[src/rtl/uart_cmd_pkg.sv]
// Shared types and constants for the UART command controller.
// Frame FSM states, sync default and command byte fields.
package uart_cmd_pkg;

  typedef enum logic [2:0] {
    S_IDLE,
    S_CMD,
    S_DATA,
    S_CSUM,
    S_RESP
  } state_t;

  localparam logic [7:0] SYNC_DEFAULT = 8'hAA;

  localparam int CMD_WR      = 7;
  localparam int CMD_RSV_HI  = 6;
  localparam int CMD_RSV_LO  = 2;
  localparam int CMD_ADDR_HI = 1;
  localparam int CMD_ADDR_LO = 0;

endpackage

[src/rtl/frame_timer.sv]
// Inter-byte idle counter for the UART command controller.
// Flags expiry after TIMEOUT_CYCLES enabled cycles without a clear.
module frame_timer #(
  parameter int unsigned TIMEOUT_CYCLES = 104000
) (
  input  logic clk,
  input  logic rst_n,
  input  logic clear,
  input  logic enable,
  output logic expired
);

  localparam logic [19:0] LAST = 20'(TIMEOUT_CYCLES - 1);

  logic [19:0] cnt;

  always_ff @(posedge clk or negedge rst_n) begin
    if (!rst_n) begin
      cnt <= '0;
    end else if (clear) begin
      cnt <= '0;
    end else if (enable) begin
      cnt <= cnt + 20'd1;
    end
  end

  assign expired = enable && (cnt == LAST);

endmodule

[src/rtl/uart_cmd_controller.sv]
// Frame-level UART command controller: sync hunt, command decode,
// XOR checksum, 4-byte register file and read response handshake.
module uart_cmd_controller
  import uart_cmd_pkg::*;
#(
  parameter int unsigned TIMEOUT_CYCLES = 104000,
  parameter logic [7:0]  SYNC_BYTE      = SYNC_DEFAULT
) (
  input  logic        clk,
  input  logic        rst_n,
  input  logic [7:0]  rx_data,
  input  logic        rx_update,
  output logic [31:0] regs_out,
  output logic [3:0]  wr_strobe,
  output logic [7:0]  tx_data,
  output logic        tx_valid,
  input  logic        tx_ready,
  output logic        frame_ok,
  output logic        frame_err,
  output logic [7:0]  err_count
);

  state_t state, state_n;

  logic [3:0][7:0] regs;
  logic            cmd_wr;
  logic [1:0]      cmd_addr;
  logic [7:0]      data_q;
  logic [7:0]      csum_q;

  logic ok_n, err_n, wr_n;
  logic ld_cmd, ld_data, ld_tx, tx_clr;
  logic counting, expired, rsv_bad;

  assign regs_out = regs;
  assign rsv_bad  = |rx_data[CMD_RSV_HI:CMD_RSV_LO];
  assign counting = (state == S_CMD) ||
                    (state == S_DATA) ||
                    (state == S_CSUM);

  frame_timer #(
    .TIMEOUT_CYCLES(TIMEOUT_CYCLES)
  ) u_timer (
    .clk    (clk),
    .rst_n  (rst_n),
    .clear  (rx_update || !counting),
    .enable (counting),
    .expired(expired)
  );

  always_comb begin
    state_n = state;
    ok_n    = 1'b0;
    err_n   = 1'b0;
    wr_n    = 1'b0;
    ld_cmd  = 1'b0;
    ld_data = 1'b0;
    ld_tx   = 1'b0;
    tx_clr  = 1'b0;
    unique case (state)
      S_IDLE: begin
        if (rx_update && rx_data == SYNC_BYTE)
          state_n = S_CMD;
      end
      S_CMD: begin
        if (rx_update) begin
          if (rsv_bad) begin
            err_n   = 1'b1;
            state_n = S_IDLE;
          end else begin
            ld_cmd  = 1'b1;
            state_n = rx_data[CMD_WR] ? S_DATA : S_CSUM;
          end
        end else if (expired) begin
          err_n   = 1'b1;
          state_n = S_IDLE;
        end
      end
      S_DATA: begin
        if (rx_update) begin
          ld_data = 1'b1;
          state_n = S_CSUM;
        end else if (expired) begin
          err_n   = 1'b1;
          state_n = S_IDLE;
        end
      end
      S_CSUM: begin
        state_n = S_IDLE;
        if (rx_update) begin
          if (rx_data != csum_q) begin
            err_n = 1'b1;
          end else if (cmd_wr) begin
            wr_n = 1'b1;
            ok_n = 1'b1;
          end else begin
            ld_tx   = 1'b1;
            ok_n    = 1'b1;
            state_n = S_RESP;
          end
        end else if (expired) begin
          err_n = 1'b1;
        end else begin
          state_n = S_CSUM;
        end
      end
      S_RESP: begin
        if (tx_ready) begin
          tx_clr  = 1'b1;
          state_n = S_IDLE;
        end
      end
      default: state_n = S_IDLE;
    endcase
  end

  always_ff @(posedge clk or negedge rst_n) begin
    if (!rst_n) begin
      state     <= S_IDLE;
      regs      <= '0;
      cmd_wr    <= 1'b0;
      cmd_addr  <= '0;
      data_q    <= '0;
      csum_q    <= '0;
      wr_strobe <= '0;
      tx_data   <= '0;
      tx_valid  <= 1'b0;
      frame_ok  <= 1'b0;
      frame_err <= 1'b0;
      err_count <= '0;
    end else begin
      state     <= state_n;
      frame_ok  <= ok_n;
      frame_err <= err_n;
      wr_strobe <= wr_n ? (4'b0001 << cmd_addr) : 4'b0000;
      if (ld_cmd) begin
        cmd_wr   <= rx_data[CMD_WR];
        cmd_addr <= rx_data[CMD_ADDR_HI:CMD_ADDR_LO];
        csum_q   <= SYNC_BYTE ^ rx_data;
      end
      if (ld_data) begin
        data_q <= rx_data;
        csum_q <= csum_q ^ rx_data;
      end
      if (wr_n)
        regs[cmd_addr] <= data_q;
      if (ld_tx) begin
        tx_data  <= regs[cmd_addr];
        tx_valid <= 1'b1;
      end else if (tx_clr) begin
        tx_valid <= 1'b0;
      end
      if (err_n && err_count != 8'hFF)
        err_count <= err_count + 8'd1;
    end
  end

endmodule

[config.mk]
export PLATFORM = sky130hd
export DESIGN_NAME = uart_cmd_controller
export DESIGN_NICKNAME = d
export VERILOG_FILES = /design/src/rtl/uart_cmd_pkg.sv /design/src/rtl/frame_timer.sv /design/src/rtl/uart_cmd_controller.sv
export SDC_FILE = /design/constraint.sdc
export NUM_CORES = 1
export LEC_CHECK = 0
export ABC_AREA = 1
export BUFFER_PORTS_ARGS = -buffer_cell sky130_fd_sc_hd__buf_2
export CELL_PAD_IN_SITES_DETAIL_PLACEMENT = 0
export CELL_PAD_IN_SITES_GLOBAL_PLACEMENT = 2
export CORE_ASPECT_RATIO = 0.5
export CORE_MARGIN = 4
export CORE_UTILIZATION = 30
export CTS_BUF_LIST = sky130_fd_sc_hd__clkbuf_16
export CTS_CLUSTER_SIZE = 10
export DETAILED_ROUTE_END_ITERATION = 16
export PLACE_DENSITY_LB_ADDON = 0.2
export SYNTH_ARGS = -nofsm -noshare
export SYNTH_HDL_FRONTEND = slang
export SYNTH_SLANG_ARGS = --single-unit
[constraint.sdc]
create_clock -name clk -period 3 [get_ports clk]
set_input_delay 0.15 -clock clk [delete_from_list [all_inputs] [get_ports clk]]
set_output_delay 0.15 -clock clk [all_outputs]
set_load 0.02 [all_outputs]
==> qor.csv <==
stage,metric,value,unit
outcome,status,"complete, no violations",
sta,fin_skew,0.0162,ns
sta,setup_slack,0.992,ns
layout,syn_to_final_growth,18.6,%
worst_setup_path,cp_max_fo,20,
synth,syn_nets,578,
clock_network,clkTransAtPathRegs,0.07,ns
layout,drive_above_1_share,0.176,
global_route,grt_pass1_wl,19600,µm
layout,design_area,0.00551,mm²
floorplanning,die_y,96.0,µm
sta,slew_headroom,0.559,
sta,fmax,498,MHz
global_route,grt_max_degree,51,
worst_setup_path,end_kind,flop,
worst_setup_path,cp_cell_sequence,inv_2 > nor2_2 > nand2_1 > nor2_2 > inv_1 > nand2_1 > inv_1 > a22oi_1,
clock_network,clk_latency,0.35,ns
sta,rsz0062_at_grt,false,
route,antenna_left,0,
worst_setup_path,crit_buf_inv,3,
sta,fin_crit_sh,0.669,
sta,worstMarginPinSlew,0.662,ns
worst_setup_path,critical_path.top_delay_family,simple AND/OR/NAND/NOR gates,
synth,ys_ff_latch,97,
layout,final_cell_mix,"nand2_1, dfrtp_1, buf_2",
sta,slew_violations,0,
floorplanning,die_area,0.0177,mm²
floorplanning,num_rows,31,
synth,synth_cells,564,
min_path,hold_class,input pin to flop,
synth,synth_cell_types,38,
clock_network,cts_inserted_buffers,9,
route,via_count,3731,
global_route,use_met3,0.0344,
sta,fin_setup_tns,0,ns
synth,synthesis.area,0.00465,mm²
clock_network,clockBufferDepth,2,
route,routed_wl,11800,µm
power_and_ir_drop,leakagePower,2.91,nW
global_route,grt_pass1_vias,3718,
floorplanning,initial_core_util,0.314,
worst_setup_path,max_stage_delay,0.41,ns
clock_network,cts_tree,built,
route,post-route-drc-count,0,
layout,fin_cells,839,
worst_setup_path,cpMaxStageDelayCell,dfrtp_1,
floorplanning,die_w,184,µm
placement,dpl_cell_area,0.00520,mm²
worst_setup_path,timing.critical_path.arrival,2.26,ns
route,dr.pass1.iters,4,
clock_network,htreeDepth,3,
layout,diodes,0,
route,initialDrtViolationCount,178,
global_route,grt-busiest-layer,met2,
sta,setup_viol,0,
synth,avgSynthCellArea,8.24,µm²
clock_network,post_cts.repair.setup_buffers,0,
worst_setup_path,worstPathRequired,3.25,ns
clock_network,clockRootBuffer,clkbuf_16,
synth,ys_seq_area_frac,0.522,
power_and_ir_drop,peakVddDrop,0.000269,V
placement,gp_congestion,0.753,
placement,dp_hpwl,8700,µm
power_and_ir_drop,fin_total_pwr,0.00313,W
sta,fin_crit,2.01,ns
placement,portBuffers,66,
global_route,gr-usage-all-layers,0.141,
global_route,met1_usage,0.193,
clock_network,cts.sinks,97,
sta,hold_violations,0,
route,routedWlPerCell,14.1,µm
synth,synth_warnings,0,
flow_run,drv_cap,0,
layout,fin_nets,650,
placement,dp.cells,822,
global_route,gr-total-overflow,0,
worst_setup_path,worstSetupPathType,flop to flop,
worst_setup_path,cp-start-kind,flop,
layout,layout_commonest_cell,nand2_1,
floorplanning,core_area,0.0148,mm²
power_and_ir_drop,p_per_area,569,mW/mm²
floorplanning,ios,67,
global_route,use_met2,0.227,
route,via_per_inst,4.45,
layout,n_fill_cell,1597,
placement,pre_cts_ws,0.918,ns
global_route,antenna_found_initial,0,
[path summary, 6_finish.rpt]
| check | startpoint | endpoint | slack, ns | cells after the start |
|---|---|---|---|---|
| max reg2reg | state[1]$_DFFE_PN0P_ | csum_q[5]$_DFFE_PN0P_ | 0.99 | 8 |
| min in group asynchronous | rst_n | u_timer.cnt[9]$_DFFE_PN0P_ | 0.37 | 2 |
| max | state[1]$_DFFE_PN0P_ | csum_q[5]$_DFFE_PN0P_ | 0.99 | 8 |
| min | rx_data[6] | data_q[6]$_DFFE_PN0P_ | 0.08 | 3 |
| min reg2reg | tx_data[7]$_DFFE_PN0P_ | tx_data[7]$_DFFE_PN0P_ | 0.48 | 2 |
| max in group asynchronous | rst_n | regs_out[8]$_DFFE_PN0P_ | 1.92 | 3 |
[layout make-up]
class                           count  area (µm²)  share of cell area
Inverter                           57         219              0.0397
Clock inverter                      7        71.3              0.0129
Timing Repair Buffer               69         370              0.0672
Tap cell                          198         248              0.0450
Multi-Input combinational cell    402        1950               0.354
Sequential cell                    97        2430               0.441
Clock buffer                        9         225              0.0409
[cell usage after synthesis]
library cell | instances | area, µm²
buf_2 | 2 | 10.0
a211oi_1 | 1 | 7.51
buf_6 | 2 | 22.5
and3_1 | 1 | 6.26
inv_2 | 3 | 11.3
nand3b_1 | 1 | 7.51
dfrtp_1 | 97 | 2430
clkinv_1 | 1 | 3.75
nand2_2 | 3 | 18.8
nor3_2 | 1 | 10.0
nand3_2 | 1 | 10.0
o211ai_1 | 1 | 7.51
nand2_1 | 216 | 811
xnor2_1 | 3 | 26.3
nor2_4 | 1 | 11.3
o21ai_2 | 8 | 70.1
nand3_1 | 22 | 110
nor2_8 | 4 | 80.1
clkbuf_1 | 3 | 11.3
nand2_8 | 1 | 20.0
o21ai_1 | 5 | 25.0
o221ai_1 | 1 | 8.76
nor3_1 | 15 | 75.1
clkinv_4 | 1 | 8.76
inv_1 | 52 | 195
nand2_4 | 1 | 11.3
a22oi_1 | 1 | 7.51
o22ai_1 | 3 | 18.8
buf_4 | 1 | 7.51
nand4_1 | 9 | 56.3
a31oi_1 | 6 | 37.5
ha_1 | 2 | 25.0
o21ai_0 | 14 | 70.1
nor2_2 | 5 | 31.3
xor2_1 | 7 | 61.3
nor2_1 | 41 | 154
a221oi_1 | 8 | 70.1
a21oi_1 | 20 | 100
[state kept, by name, indices dropped and copies added (netlist names)]
register / flops
wr_strobe: 4
regs_out: 32
err_count: 8
cmd_wr: 1
data_q: 8
frame_ok: 1
cmd_addr: 2
tx_data: 8
state: 3
csum_q: 8
u_timer.cnt: 20
frame_err: 1
tx_valid: 1
[timing repair]
action	in CTS	in global routing
gates resized for setup	0	0
hold buffers	1	0
hold endpoints to repair	47	0
[per-layer routing]
layer,part of all wire,vias up,wire length (µm)
met5,0,-,0
met4,0.0079,0,93
met3,0.044,8,514
met2,0.45,56,5340
met1,0.50,1717,5860
li1,-,1950,-
[logic make-up (layout without fill, tap and decap cells)]
family | Yosys count | after routing | share of synthesized area
XOR/XNOR | 10 | 10 | 0.0189
flip-flops | 97 | 97 | 0.522
AND/OR/NAND/NOR | 322 | 322 | 0.304
adder cells (fa/ha/maj) | 2 | 2 | 0.00539
buffers and inverters | 65 | 142 | 0.0582
AO/OA/AOI/OAI | 68 | 68 | 0.0910
[per-stage QoR]
step                hold WS [ns]   util
global route              0.0977  0.372
floorplan                 -0.146      -
global placement           0.243  0.351
detailed placement         0.237  0.351
CTS                       0.0738  0.372
finish                    0.0847  0.372
[worst register-to-register path: cells and delay by family, from the launching register on]
family	cells	cell delay (ns)
and+or+nand+nor	4	0.87
buffers and inverters	3	0.48
AOI/OAI and AO/OA	1	0.16
DFF	1	0.41
[power by group]
| group | internal [W] | switching [W] | total [W] | leakage (nW) |
|---|---|---|---|---|
| logic | 0.000130 | 0.000289 | 0.000419 | 1.47 |
| registers | 0.00142 | 0.000138 | 0.00156 | 1.31 |
| clock network | 0.000588 | 0.000565 | 0.00115 | 0.139 |
Power figures use the tool's default switching activity.
